===== config.mk =====
export PLATFORM = sky130hd
export DESIGN_NAME = game_flow_ctrl
export DESIGN_NICKNAME = d
export VERILOG_FILES = /design/src/rtl/game_flow_ctrl.sv
export SDC_FILE = /design/constraint.sdc
export NUM_CORES = 1
export LEC_CHECK = 0
export ABC_AREA = 1
export CORE_MARGIN = 1
export CORE_UTILIZATION = 50
export CTS_CLUSTER_SIZE = 20
export DETAILED_ROUTE_END_ITERATION = 8
export HOLD_SLACK_MARGIN = 0.06
export PLACE_DENSITY = 0.72
export SLEW_MARGIN = 40
export SYNTH_ARGS = -nofsm -noshare
export SYNTH_HDL_FRONTEND = slang
export SYNTH_SLANG_ARGS = --single-unit

===== constraint.sdc =====
create_clock -name CLOCK_50 -period 2.7 [get_ports CLOCK_50]
set_input_delay 0.405 -clock CLOCK_50 [delete_from_list [all_inputs] [get_ports CLOCK_50]]
set_output_delay 0.405 -clock CLOCK_50 [all_outputs]
set_load 0.05 [all_outputs]

===== src/rtl/game_flow_ctrl.sv =====
// Game-flow controller for the Pac-Man top level.
// Owns the INIT/PLAY/DYING/CLEAR/OVER sequence, lives/level/pill bookkeeping,
// frightened (power-pill) mode and pac-ghost collision resolution for
// NUM_GHOSTS ghosts. Control outputs are decoded from the registered state;
// counters and event pulses are registered.
module game_flow_ctrl #(
    parameter int NUM_GHOSTS    = 2,
    parameter int X_W           = 6,
    parameter int Y_W           = 5,
    parameter int START_LIVES   = 3,
    parameter int TOTAL_PILLS   = 240,
    parameter int RESUME_CYCLES = 250000000,
    parameter int FRIGHT_CYCLES = 350000000,
    localparam int PILL_W       = $clog2(TOTAL_PILLS + 1)
) (
    input  logic                      CLOCK_50,
    input  logic                      reset_n,
    input  logic                      start,
    input  logic [X_W-1:0]            pac_x,
    input  logic [Y_W-1:0]            pac_y,
    input  logic [NUM_GHOSTS*X_W-1:0] ghost_x,
    input  logic [NUM_GHOSTS*Y_W-1:0] ghost_y,
    input  logic                      pill_eaten,
    input  logic                      power_eaten,
    output logic                      sprite_reset,
    output logic                      map_wr_reset,
    output logic                      ghost_enable,
    output logic                      frightened,
    output logic [NUM_GHOSTS-1:0]     ghost_eaten,
    output logic                      death,
    output logic [2:0]                lives,
    output logic [3:0]                level,
    output logic [PILL_W-1:0]         pills_left,
    output logic [2:0]                state
);

    localparam int DLY_W = (RESUME_CYCLES > 1) ? $clog2(RESUME_CYCLES) : 1;
    localparam int FR_W  = (FRIGHT_CYCLES > 1) ? $clog2(FRIGHT_CYCLES) : 1;

    localparam logic [DLY_W-1:0]  DLY_LOAD   = DLY_W'(RESUME_CYCLES - 1);
    localparam logic [FR_W-1:0]   FR_LOAD    = FR_W'(FRIGHT_CYCLES - 1);
    localparam logic [PILL_W-1:0] PILL_FULL  = PILL_W'(TOTAL_PILLS);
    localparam logic [PILL_W-1:0] PILL_ONE   = PILL_W'(1);
    localparam logic [2:0]        LIVES_INIT = 3'(START_LIVES);

    typedef enum logic [2:0] {
        ST_INIT  = 3'd0,
        ST_PLAY  = 3'd1,
        ST_DYING = 3'd2,
        ST_CLEAR = 3'd3,
        ST_OVER  = 3'd4
    } state_e;

    state_e                state_q, state_d;
    logic [2:0]            lives_q, lives_d;
    logic [3:0]            level_q, level_d;
    logic [PILL_W-1:0]     pills_q, pills_d;
    logic                  fright_q, fright_d;
    logic [FR_W-1:0]       fcnt_q, fcnt_d;
    logic [DLY_W-1:0]      dly_q, dly_d;
    logic [NUM_GHOSTS-1:0] prev_q, prev_d;
    logic [NUM_GHOSTS-1:0] ge_q, ge_d;
    logic                  death_q, death_d;
    logic [NUM_GHOSTS-1:0] coll_s;
    logic [NUM_GHOSTS-1:0] hit_s;

    // Per-ghost tile match and its rising edge (prev_q is only kept in PLAY)
    always_comb begin
        coll_s = {NUM_GHOSTS{1'b0}};
        for (int i = 0; i < NUM_GHOSTS; i++) begin
            coll_s[i] = (ghost_x[i*X_W +: X_W] == pac_x) &&
                        (ghost_y[i*Y_W +: Y_W] == pac_y);
        end
        hit_s = coll_s & ~prev_q;
    end

    // Next-state, bookkeeping and pulse generation
    always_comb begin
        state_d  = state_q;
        lives_d  = lives_q;
        level_d  = level_q;
        pills_d  = pills_q;
        fright_d = fright_q;
        fcnt_d   = fcnt_q;
        dly_d    = dly_q;
        prev_d   = {NUM_GHOSTS{1'b0}};
        ge_d     = {NUM_GHOSTS{1'b0}};
        death_d  = 1'b0;
        case (state_q)
            ST_INIT: begin
                lives_d  = LIVES_INIT;
                level_d  = 4'd1;
                pills_d  = PILL_FULL;
                fright_d = 1'b0;
                fcnt_d   = {FR_W{1'b0}};
                if (start) begin
                    state_d = ST_PLAY;
                end else begin
                    state_d = ST_INIT;
                end
            end
            ST_PLAY: begin
                prev_d = coll_s;
                if (pill_eaten && (pills_q == PILL_ONE)) begin
                    // Clearing the level wins over any simultaneous collision
                    pills_d  = {PILL_W{1'b0}};
                    fright_d = 1'b0;
                    fcnt_d   = {FR_W{1'b0}};
                    dly_d    = DLY_LOAD;
                    state_d  = ST_CLEAR;
                end else if ((|hit_s) && !fright_q) begin
                    death_d  = 1'b1;
                    lives_d  = lives_q - 3'd1;
                    fright_d = 1'b0;
                    fcnt_d   = {FR_W{1'b0}};
                    dly_d    = DLY_LOAD;
                    if (lives_q == 3'd1) begin
                        state_d = ST_OVER;
                    end else begin
                        state_d = ST_DYING;
                    end
                end else begin
                    // Any hit reaching here happens while frightened
                    ge_d = hit_s;
                    if (pill_eaten && (pills_q != {PILL_W{1'b0}})) begin
                        pills_d = pills_q - PILL_ONE;
                    end else begin
                        pills_d = pills_q;
                    end
                    if (power_eaten) begin
                        fright_d = 1'b1;
                        fcnt_d   = FR_LOAD;
                    end else if (fright_q) begin
                        if (fcnt_q == {FR_W{1'b0}}) begin
                            fright_d = 1'b0;
                        end else begin
                            fcnt_d = fcnt_q - {{(FR_W-1){1'b0}}, 1'b1};
                        end
                    end else begin
                        fright_d = 1'b0;
                    end
                end
            end
            ST_DYING: begin
                if (dly_q == {DLY_W{1'b0}}) begin
                    state_d = ST_PLAY;
                end else begin
                    dly_d = dly_q - {{(DLY_W-1){1'b0}}, 1'b1};
                end
            end
            ST_CLEAR: begin
                if (dly_q == {DLY_W{1'b0}}) begin
                    state_d = ST_PLAY;
                    pills_d = PILL_FULL;
                    if (level_q != 4'd15) begin
                        level_d = level_q + 4'd1;
                    end else begin
                        level_d = level_q;
                    end
                end else begin
                    dly_d = dly_q - {{(DLY_W-1){1'b0}}, 1'b1};
                end
            end
            ST_OVER: begin
                if (!start) begin
                    // Reload on the way out so INIT already shows fresh values
                    state_d = ST_INIT;
                    lives_d = LIVES_INIT;
                    level_d = 4'd1;
                    pills_d = PILL_FULL;
                end else begin
                    state_d = ST_OVER;
                end
            end
            default: begin
                state_d = ST_INIT;
            end
        endcase
    end

    // State, counter and pulse registers
    always_ff @(posedge CLOCK_50 or negedge reset_n) begin
        if (!reset_n) begin
            state_q  <= ST_INIT;
            lives_q  <= LIVES_INIT;
            level_q  <= 4'd1;
            pills_q  <= PILL_FULL;
            fright_q <= 1'b0;
            fcnt_q   <= {FR_W{1'b0}};
            dly_q    <= {DLY_W{1'b0}};
            prev_q   <= {NUM_GHOSTS{1'b0}};
            ge_q     <= {NUM_GHOSTS{1'b0}};
            death_q  <= 1'b0;
        end else begin
            state_q  <= state_d;
            lives_q  <= lives_d;
            level_q  <= level_d;
            pills_q  <= pills_d;
            fright_q <= fright_d;
            fcnt_q   <= fcnt_d;
            dly_q    <= dly_d;
            prev_q   <= prev_d;
            ge_q     <= ge_d;
            death_q  <= death_d;
        end
    end

    // Control outputs decoded from the registered state
    always_comb begin
        sprite_reset = 1'b1;
        map_wr_reset = 1'b1;
        ghost_enable = 1'b0;
        case (state_q)
            ST_INIT:  begin sprite_reset = 1'b1; map_wr_reset = 1'b1; ghost_enable = 1'b0; end
            ST_PLAY:  begin sprite_reset = 1'b0; map_wr_reset = 1'b0; ghost_enable = 1'b1; end
            ST_DYING: begin sprite_reset = 1'b1; map_wr_reset = 1'b0; ghost_enable = 1'b0; end
            ST_CLEAR: begin sprite_reset = 1'b1; map_wr_reset = 1'b1; ghost_enable = 1'b0; end
            ST_OVER:  begin sprite_reset = 1'b0; map_wr_reset = 1'b1; ghost_enable = 1'b0; end
            default:  begin sprite_reset = 1'b1; map_wr_reset = 1'b1; ghost_enable = 1'b0; end
        endcase
    end

    assign frightened  = fright_q;
    assign ghost_eaten = ge_q;
    assign death       = death_q;
    assign lives       = lives_q;
    assign level       = level_q;
    assign pills_left  = pills_q;
    assign state       = state_q;

endmodule


# After elaboration in Yosys (flattened, before gate mapping)
# Index checks and enable logic that the tools add are counted.
dict set report totals {
  romBits 0
  ramBits 0
  latch_bits 0
  output_inout_bits 25
  word_cells 112
  regBits 81
  in_bits 38
  memories 0
}
dict set report op_classes {
  n_shift 0
  mux 47
  magnitude_cmp 0
  eq_ne 23
  reduce_logical 25
  bitwise_logic 2
  addsub 5
  div_mod_pow 0
  mul 0
}
# op n
set op_table {}
lappend op_table {{29-bit 2-to-1 mux} 5}
lappend op_table {{28-bit 2-to-1 mux} 3}
lappend op_table {{29-bit case mux with 2 select lines} 1}
lappend op_table {{28-bit case mux with 2 select lines} 1}
lappend op_table {{8-bit 2-to-1 mux} 5}
lappend op_table {{8-bit case mux with 4 select lines} 1}
lappend op_table {{29-bit logical NOT} 1}
lappend op_table {{29-bit by 1-bit subtractor with 29-bit output, second input constant} 1}
lappend op_table {{28-bit logical NOT} 1}
lappend op_table {{28-bit by 1-bit subtractor with 28-bit output, second input constant} 1}
lappend op_table {{3-bit 2-to-1 mux} 8}
lappend op_table {{6-bit equality test} 2}
lappend op_table {{1-bit 2-to-1 mux} 12}
lappend op_table {{4-bit 2-to-1 mux} 3}
lappend op_table {{2-bit inequality test, second input constant} 6}
lappend op_table {{3-bit case mux with 4 select lines} 1}
lappend op_table {{4-bit case mux with 3 select lines} 1}
lappend op_table {{5-bit equality test} 2}
lappend op_table {{5-bit inequality test, second input constant} 2}
lappend op_table {{3-bit inequality test, second input constant} 3}
lappend op_table {{3-bit case mux with 3 select lines} 1}
lappend op_table {{8-bit by 1-bit equality test with 1-bit output, second input constant} 1}
lappend op_table {{2-bit 2-to-1 mux} 4}
lappend op_table {{4-bit AND reduction} 2}
lappend op_table {{other kinds (22)} 34}

# Longest topological paths before layout
# Gate-level depths: netlist of run 1.
dict set report depth {
  depth_word 8
  depth_mapped 15
  ltp_nobuf 14
}

# Worst setup path before layout of run 1
# Ideal clock, no wire load.
dict set report synth_path {
  path_kind {register -> output}
  startpoint {register state_q[2] (netlist: state[2])}
  endpoint {output sprite_reset}
  arrival_time_ps 2470
  t_required_ps 2295
  setup_slack_ps -175
  stages_incl_launch_ff 6
  path_buffers 1
  path_cell_list {dfrtp_1 nor2_2 nand2_2 clkinv_1 buf_1 a21oi_1}
}
dict set report synth_via {
  elab_chain_cells 3
  elab_cells_between_ends 4
  classes_between {eq/ne (2); mux (1); reduce/logical (1)}
}
# element line_no
set synth_rtl {}
lappend synth_rtl {{start, declared} 54} ;# state_e state_q, state_d;
lappend synth_rtl {{start signal, assigned} 195} ;# state_q <= state_d;
lappend synth_rtl {{3-bit equality test / 3-bit by 1-bit equality test with 1-bit output (equally long branches)} 213} ;# case (state_q)
lappend synth_rtl {{2-bit OR reduction (no source line) *} --}
lappend synth_rtl {{1-bit 2-to-1 mux *} 213}
lappend synth_rtl {{end, declared} 25} ;# output logic sprite_reset,
# Every way passes the cells marked *; elsewhere a longest branch is shown, timed or not.

# Final worst setup path of run 1
# Ends and elaborated chain as after synthesis.

==> results of run 1 <==
==> power groups by stage <==
stage | clock (mW) | sequential (mW) | combinational [mW]
4_1_cts | 1.39 | 2.17 | 4.77
2_1_floorplan | 0 | 2.42 | 3.39
5_1_grt | 1.43 | 2.24 | 5.38
6_report | 1.36 | 2.17 | 4.75
3_5_place_dp | 0 | 2.18 | 4.74
3_3_place_gp | 0 | 2.16 | 4.62
==> routing by layer <==
| layer | up-vias | global-route usage, % | part of all wire (%) |
|---|---|---|---|
| met5 | - | 0 | 0 |
| met4 | 0 | 9.62 | 2.0 |
| met3 | 27 | 3.32 | 3.2 |
| met2 | 110 | 47.1 | 51 |
| met1 | 2576 | 31.4 | 44 |
| li1 | 2824 | - | - |
==> cells in the mapped netlist, types with 10 or more instances <==
cell / n / area [sq um]
dfrtp_1: 74 / 1850
or2_2: 15 / 93.8
xnor2_1: 19 / 166
o21ai_0: 25 / 125
nor2_1: 158 / 593
inv_1: 70 / 263
nor3_1: 10 / 50.1
nand4_1: 18 / 113
ha_1: 10 / 125
xor2_1: 24 / 210
o21ai_2: 25 / 219
nand3_1: 42 / 210
o21ai_1: 11 / 55.1
nand2_1: 279 / 1050
==> cells in the final DEF (no fill, tap or decap), types with 9 or more instances in the layout <==
cell type,instances
nor2_1,158
ha_1,10
xnor2_1,19
inv_1,70
buf_4,10
dfrtp_1,74
nand2_1,279
nand4_1,18
nor3_1,10
clkbuf_16,9
o21ai_1,11
xor2_1,24
o21ai_0,25
clkdlybuf4s50_1,58
or2_2,15
o21ai_2,25
nand3_1,42
==> logic make-up (layout without fill, tap and decap cells) <==
family / after synthesis / count (layout) / share of synthesized area, %
compound gates: 82 / 82 / 9.67
xor+xnor: 43 / 43 / 6.50
fa+ha+maj: 10 / 10 / 2.16
buf+inv: 96 / 164 / 7.08
flops: 81 / 81 / 35.1
simple gates: 545 / 545 / 39.5
==> sequential cells by signal (all words and copies together) (netlist names) <==
register and flops:
level 4, ghost_eaten 2, frightened 1, prev_q 2, dly_q 28, fcnt_q 29
lives 3, state 3, death 1, pills_left 8
==> per-stage QoR <==
step                instance area [sq um]  utilization [%]  hold slack (ns)  total power, mW  setup slack [ns]
floorplan                            5800                -            0.109             5.81             0.110
global placement                     6550             59.1            0.394             6.78             0.274
global route                         6880             62.1            0.516             9.04             0.268
CTS                                  6880             62.1            0.499             8.33             0.378
finish                               6880             62.1            0.497             8.29             0.399
detailed placement                   6550             59.1            0.401             6.92             0.202
==> cell type report <==
cell class                 count  area [sq um]
clock buffer                  13           260
clock inverter                 3          65.1
fill                        1003          4200
inverter                      77           289
multi-input combinational    680          3350
sequential                    81          2040
tap                          140           175
timing repair buffer          71           706
==> worst min-delay path, stage by stage, from the launching register on <==
cell and delay, ns:
dfrtp_1 0.36, nand2_1 0.06, nand2_1 0.05
==> path summary, 6_finish.rpt <==
kind | start | end | slack (ns)
max | state[2] | sprite_reset | 0.40
min | fcnt_q[1] | fcnt_q[1] | 0.50
max reg2reg | dly_q[0] | pills_left[0] | 0.50
min reg2reg | fcnt_q[1] | fcnt_q[1] | 0.50
max in group asynchronous | reset_n | dly_q[3] | 1.51
min in group asynchronous | reset_n | fcnt_q[19] | 0.56
==> timing repair <==
action                                 in CTS  in global routing
endpoints found under the hold margin      28                  0
setup buffers                               0                  0
hold buffers                                1                  0
==> metrics, run 1 <==
DRC 0; Synthesized Nets 905; post-synthesis sequential area ratio 35.1%; clk buf depth 2; clock skew 0.00924 ns; GP Congestion between 0.9 and 1; non-filler cells, final ~1,100; Max Fclk 435 MHz; worst vdd ir 0.665 mV; area delta synth->final 18.8%; critical path class register to primary output; Seq pwr share 26.2%; clk slew on worst S/H paths around 0.060 ns; Seq cells post-synth 81; Top FF cell, synth dfrtp_1; vias in the first global route between 5,000 and 6,000; Root Buffer clkbuf_16; slew of the pin with the lowest slew margin 0.546 ns; Top delay family on crit path flip-flops; hpwl dp 10.6 mm; Num CTS Buffers 9; DR iter-0 viols 346; post-cts sizing count 0; Crit Path Max Fanout 14; reg2reg path depth 11; vias per std cell 5.20; clock network fraction of total power 16.5%; critical path depth 5; clk_lat worst skew about 0.35 ns; CP Buf/Inv Count 2; core box area 0.0111 sq mm; CP startpoint kind register; die height 110 um; Clock Sink Count 81; FFs w/ async S/R, synth between 90% and 100%; status finished, final reports clean; share of cells above drive strength 1 11.0%; initial antenna violation count 0; vias 5,537; Yosys cell types 41; post-layout minimum cycle time 2.30 ns; internal power 4.13 mW; Mapped Cells 857; final count of pins violating max slew 0; Port-buffer cells 62; H-tree depth 3; Initial Utilization 52.3%; Placement Rows 38; max_slew headroom 63.5%; Leakage 3.34 nW; critical path capture point type primary output; number of synthesized flops with an enable pin 0; power share of the combinational group 57.3%; Post-Syn Area 0.00579 sq mm; power density cells 1200 mW/mm^2; io pins 63; post-route ant nets 0; global route total overflow 0; Critical Path Max Stage Delay 0.49 ns; final setup fails 0; hold crit path type register to register; Synth Area per Inst 6.76 sq um; largest net degree at the start of global routing 47; CTS tree done; WP data required between 2 and 2.5 ns; CP cell instances nor2_2 > nand2_2 > clkinv_1 > a21oi_2 > buf_12; Final nets 968; die area 0.0120 sq mm; gr usage total approximately a quarter; hold path cells 2; CP max-delay cell dfrtp_1; crit path DAT 1.90 ns; Ys Warns 0; first-pass GRT wire length 24.4 mm; drt first pass iters 5; Die W 110 um; final hold vios 0; Net Sw Power 4.15 mW; total negative slack 0 ns; # Max-Cap Violations 0; placed cells 1,048; fin crit share 85.2%; WL final 14.2 mm; Antenna Cells 0; RSZ-0062 raised after global routing false; switching share of power 50.1%; routed wire length per instance approximately 13 um
(Power assumes the default switching activity.)
==> run 2: changes to the inputs <==
- CORE_ASPECT_RATIO: not set -> 1.1
==> run 2 against run 1 <==
Net effect:
- critical path depth is 1 higher
- sequential share of layout area is 0.28 points lower
- fmax is 0.67% higher
- worst setup slack better by 0.015 ns
- die area hardly changed
- clock power is 12% higher
- first-iteration DRC count is 49% lower
- sequential power hardly changed
- critical path type unchanged
- largest power group unchanged
==> metrics, run 2 (same netlist as run 1, synthesis figures left out) <==
area delta synth->final 19.9%; GRT met3 Usage 2.44% (-0.88 points); power density cells 1220 mW/mm^2 (+1.7%); final hold vios 0 (unchanged); Clock Sink Count 81 (unchanged); internal power 4.30 mW (+4.0%); hold crit path type register to register; total negative slack 0 ns (unchanged); # Max-Cap Violations 0 (unchanged); drt first pass iters 5 (unchanged); share of cells above drive strength 1 11.3% (+0.30 points); H-tree depth 3 (unchanged); clock skew 0.00945 ns (+0.000214 ns); first-pass GRT wire length 24.4 mm (about the same); Seq pwr share 25.5% (-0.7 points); WL final 14.4 mm (+1.3%); most frequent cells in the layout nand2_1, nor2_1, dfrtp_1, inv_1, clkdlybuf4s50_1; die area 0.0120 sq mm (about the same); Biggest register fcnt_q; RSZ-0062 raised after global routing false; core box area 0.0111 sq mm (+0.29%); WP data required 2.30 ns (about the same); leading cell type in the layout, fill and taps excluded nand2_1; power share of the combinational group 56.5% (-0.8 points); vias 5,550 (+0.23%); clk buf depth 2 (unchanged); Port-buffer cells 62 (unchanged); switching share of power 49.5% (-0.63 points); post-route ant nets 0 (unchanged); Max Fclk 437 MHz (+0.67%); vias per std cell 5.17 (-0.61%); DR iter-0 viols 177 (-49%); initial antenna violation count 0 (unchanged); Antenna Cells 0 (unchanged); CP startpoint kind register; CTS tree done; fin crit share 84.7% (-0.56 points); io pins 63 (unchanged); GR Layer Usage met2 45.9% (-1.2 points); Crit Path Max Fanout 17 (+3); Root Buffer clkbuf_16; critical path class register to primary output; clk_lat worst skew 0.34 ns (about the same); slew of the pin with the lowest slew margin 0.550 ns (+0.00451 ns); Num CTS Buffers 9 (unchanged); clock network fraction of total power 18.0% (+1.5 points); max reg flops 29 (unchanged); gr usage total 25.2% (-0.80 points); final setup fails 0 (unchanged); Die W 105 um (-4.6%); hpwl dp 10.7 mm (+1.2%); clk slew on worst S/H paths 0.06 ns (about the same); routed wire length per instance 13.4 um (+0.44%); busiest grt layer met2; crit path DAT 1.88 ns (-0.02 ns); global route total overflow 0 (unchanged); final count of pins violating max slew 0 (unchanged); Worst Slack Setup Final 0.414 ns (+0.0152 ns); vias in the first global route 5,364 (-0.075%); largest net degree at the start of global routing 47 (unchanged); Net Sw Power 4.21 mW (+1.4%); Placement Rows 40 (+5.3%); Initial Utilization 52.2% (-0.15 points); Final nets 970 (+0.21%); worst vdd ir 0.737 mV (+11%); post-placement worst setup slack 0.177 ns (-0.0247 ns); status finished, final reports clean; GR Util met1 30.5% (-0.89 points); DRC 0 (unchanged); critical path capture point type primary output; post-layout minimum cycle time 2.29 ns (-0.0152 ns); die height 115 um (+4.8%); Leakage 3.37 nW (+0.81%); max_slew headroom 63.2% (-0.30 points); GP Congestion 0.903 (-3.6%)
[run 2: cell types whose count changed in the layout (fill, tap and decap cells not counted)]
cell / before / now
buf_4: 10 / 12
bufinv_16: 2 / 4
clkbuf_8: 2 / 0
inv_6: 0 / 2
clkbuf_1: 2 / 1
clkinv_2: 1 / 0
[run 2: worst paths after layout]
kind                          start             to  slack, ns  cells past startpoint
hold reg to reg            lives[1]       lives[1]       0.51                      2
setup reg to reg           dly_q[0]  pills_left[3]       0.53                     11
min in group asynchronous   reset_n  pills_left[3]       0.57                      2
hold / removal             lives[1]       lives[1]       0.51                      2
max in group asynchronous   reset_n  pills_left[5]       1.48                      3
setup / recovery           state[2]   ghost_enable       0.41                      6
[run 2: power groups by stage]
stage | registers [mW] | clock network, mW | logic [mW]
2_1_floorplan | 2.42 | 0 | 3.39
3_3_place_gp | 2.17 | 0 | 4.64
3_5_place_dp | 2.18 | 0 | 4.78
4_1_cts | 2.17 | 1.56 | 4.80
5_1_grt | 2.24 | 1.59 | 5.38
6_report | 2.17 | 1.53 | 4.81
[run 2: area by class of cell]
cell class,count,area (sq um)
inverters,77,289
well taps,147,184
clock inverters,6,138
clock buffers,10,229
flip-flops and latches,81,2040
repair buffers,73,721
multi-input cells,680,3350
fillers,1055,4160
[run 2: critical path: stages (launching register included)]
cell	delay, ns
dfrtp_1	0.46
nor2_2	0.21
nand2_2	0.11
buf_4	0.22
clkinv_1	0.08
buf_4	0.23
buf_4	0.24
[run 2: per-stage QoR]
stage	total power, mW	util, %	area [sq um]	std cells	hold WS [ns]
floorplan	5.81	-	5800	857	0.109
finish	8.51	62.5	6950	1074	0.511
CTS	8.53	62.5	6950	1074	0.512
global placement	6.81	59.1	6570	1057	0.401
global route	9.21	62.5	6950	1074	0.525
detailed placement	6.96	59.1	6570	1057	0.409
[run 2: layer usage]
metal / up-vias / share of wire [%]
met5: - / 0
met4: 0 / 2.5
met3: 27 / 2.5
met2: 82 / 51
met1: 2606 / 44
li1: 2835 / -
[run 2: what timing repair did]
item / 4_1_cts / 5_1_grt
endpoints found under the hold margin: 31 / 0
resized for setup: 0 / 0
hold buffers: 1 / 0
setup buffers: 0 / 0
==> run 3: changes to the inputs <==
- PLACE_DENSITY: 0.72 -> 0.75
- clock period: 2.7 -> 1.85 ns (I/O delays scaled with it)
==> run 3 against run 2 <==
Net effect:
- the run now ends with negative setup slack left
- sequential share of layout area decreased by 5.2 points
- die area unchanged
- worst hold slack got worse by 0.13 ns
- power increased by 89%
- cell area increased by 23%
- wire length increased by 33%
- clock power increased by 35%
- first-iteration DRC count increased to 2.5 times the previous value
- cell count increased by 12%
- combinational power increased by 130%
- clock skew decreased by 0.0027 ns
- critical path depth increased by 4
==> metrics, run 3 (same netlist as run 1, synthesis figures left out) <==
Port-buffer cells 62 (unchanged); CP startpoint kind register; leading cell type in the layout, fill and taps excluded nand2_1; max_slew headroom 66.1% (+2.9 points); vias in the first global route 5,739 (+7.0%); vias per std cell 5.42 (+4.9%); DR iter-0 viols 445 (+150%); CP cell instances nor2_4 > nand3_2 > nor3_2 > nand2_1 > a21oi_2 > nand3_2 > nand2_8 > clkbuf_16 > nand2_2 > o21ai_1; post-route ant nets 0 (unchanged); WL final 19.2 mm (+33%); final hold vios 0 (unchanged); R2R setup slack -0.09 ns (-0.62 ns); CTS tree done; clk slew on worst S/H paths 0.06 ns (about the same); hpwl dp 11.6 mm (+7.6%); critical path depth 10 (+4); Initial Utilization 52.2% (unchanged); most frequent cells in the layout nand2_1, buf_4, nor2_1, dfrtp_1, inv_1; clock skew 0.00673 ns (-0.00272 ns); R2R Path Start fcnt_q[7]; routed wire length per instance 16.0 um (+19%); most used cell, CP nand3_2; share of cells above drive strength 1 34.3% (+23 points); final count of pins violating max slew 0 (unchanged); # Max-Cap Violations 0 (unchanged); gr usage total 27.6% (+2.3 points); final setup fails 41 (+41); fin crit share 105%; vias 6,508 (+17%); area delta synth->final 47.7%; CP Buf/Inv Count 1 (-3); reg2reg path depth 10 (-1); drt first pass iters 5 (unchanged); CP max-delay cell dfrtp_1; Placement Rows 40 (unchanged); die area 0.0120 sq mm (unchanged); Critical Path Max Stage Delay 0.41 ns (-0.05 ns); post-placement worst setup slack -0.321 ns (-0.499 ns); clk_lat worst skew 0.34 ns (about the same); Max Fclk 514 MHz; failing checks negative setup slack; GP Congestion 0.944 (+4.6%); Root Buffer clkbuf_16; global route total overflow 0 (unchanged); critical path capture point type register; slew of the pin with the lowest slew margin 0.508 ns (-0.0427 ns); crit path DAT 2.20 ns (+0.32 ns); RSZ-0062 raised after global routing true; Hold Path Origin ghost_y[9]; Leakage 4.44 nW (+32%); power density cells 1880 mW/mm^2 (+53%); io pins 63 (unchanged); post-layout minimum cycle time 1.94 ns; initial antenna violation count 0 (unchanged); Die W 105 um (unchanged); Worst Slack Setup Final -0.0938 ns (-0.507 ns); WP data required 2.11 ns (-0.19 ns); hold crit path type input pin to register; Reg-to-Reg End fcnt_q[21]; max reg flops 29 (unchanged); Biggest register fcnt_q; H-tree depth 3 (unchanged); Worst Hold End prev_q[1]; Final nets 1,096 (+13%); worst vdd ir 1.22 mV (+66%); largest net degree at the start of global routing 41 (-13%); first-pass GRT wire length 26.6 mm (+9.0%); status complete, but fails checks; DRC 0 (unchanged); critical path class register to register; Final Core Density 77.0% (+14 points); Crit Path Max Fanout 7 (-10); Antenna Cells 0 (unchanged); hold path cells 6 (+4); clk buf depth 2 (unchanged); Fin Hold WS 0.378 ns (-0.132 ns); Top delay family on crit path simple AND/OR/NAND/NOR gates; Num CTS Buffers 9 (unchanged); Clock Sink Count 81 (unchanged); die height 115 um (unchanged); core box area 0.0111 sq mm (unchanged)
## run 3: through the flow
stage	TNS (ns)	instances	cell area, sq um	power, mW
3_5_place_dp	-19.88	1154	7360	11.6
4_1_cts	-0.0581	1173	7790	13.9
5_1_grt	-5.01	1200	8560	17.0
2_1_floorplan	0	857	5840	8.56
3_3_place_gp	-18.22	1154	7360	11.5
6_report	-1.46	1200	8560	16.1
## run 3: repair_timing
item,in CTS,in global routing
pin swaps,0,53
buffers inserted,2,17
hold buffers,1,0
cloned,0,10
endpoints found under the hold margin,24,0
gates resized for setup,28,144
endpoints found under the setup margin,33,73
## run 3: worst register-to-register path, stage by stage (launching register included)
cell,delay [ns]
dfrtp_1,0.41
nor2_4,0.15
nand3_2,0.11
nor3_2,0.19
nand2_1,0.10
a21oi_2,0.23
nand3_2,0.17
nand2_8,0.18
clkbuf_16,0.18
nand2_2,0.05
o21ai_1,0.09
## run 3: cell type report
cell class                      instances  area [sq um]
Inverter                               77           299
Fill cell                             754          2550
Timing Repair Buffer                  199          1930
Clock buffer                           10           229
Sequential cell                        81          2060
Clock inverter                          6           106
Tap cell                              147           184
Multi-Input combinational cell        680          3750
## run 3: routing by layer
layer	vias up	share of wire (%)	GRT usage, %
met5	-	0	0
met4	0	5.9	11.3
met3	104	5.9	3.85
met2	255	51	49.6
met1	3048	37	33.4
li1	3101	-	-
## run 3: worst max path at each step
| stage | startpoint | to | slack (ns) |
|---|---|---|---|
| floorplan | pills_left[6] | fcnt_q[12] | 0.008 |
| finish | fcnt_q[7] | fcnt_q[21] | -0.09 |
| global route | fcnt_q[18] | fcnt_q[27] | -0.17 |
| CTS | fcnt_q[0] | fcnt_q[14] | -0.02 |
| detailed placement | pac_x[5] | fcnt_q[4] | -0.32 |
| global placement | pac_y[1] | fcnt_q[27] | -0.29 |
## run 3: power by group
group          switching (mW)  internal [mW]  total [mW]
Sequential              0.535           2.47        3.00
Clock                   0.758           1.31        2.07
Combinational            6.45           4.55        11.0
Total                    7.75           8.33        16.1
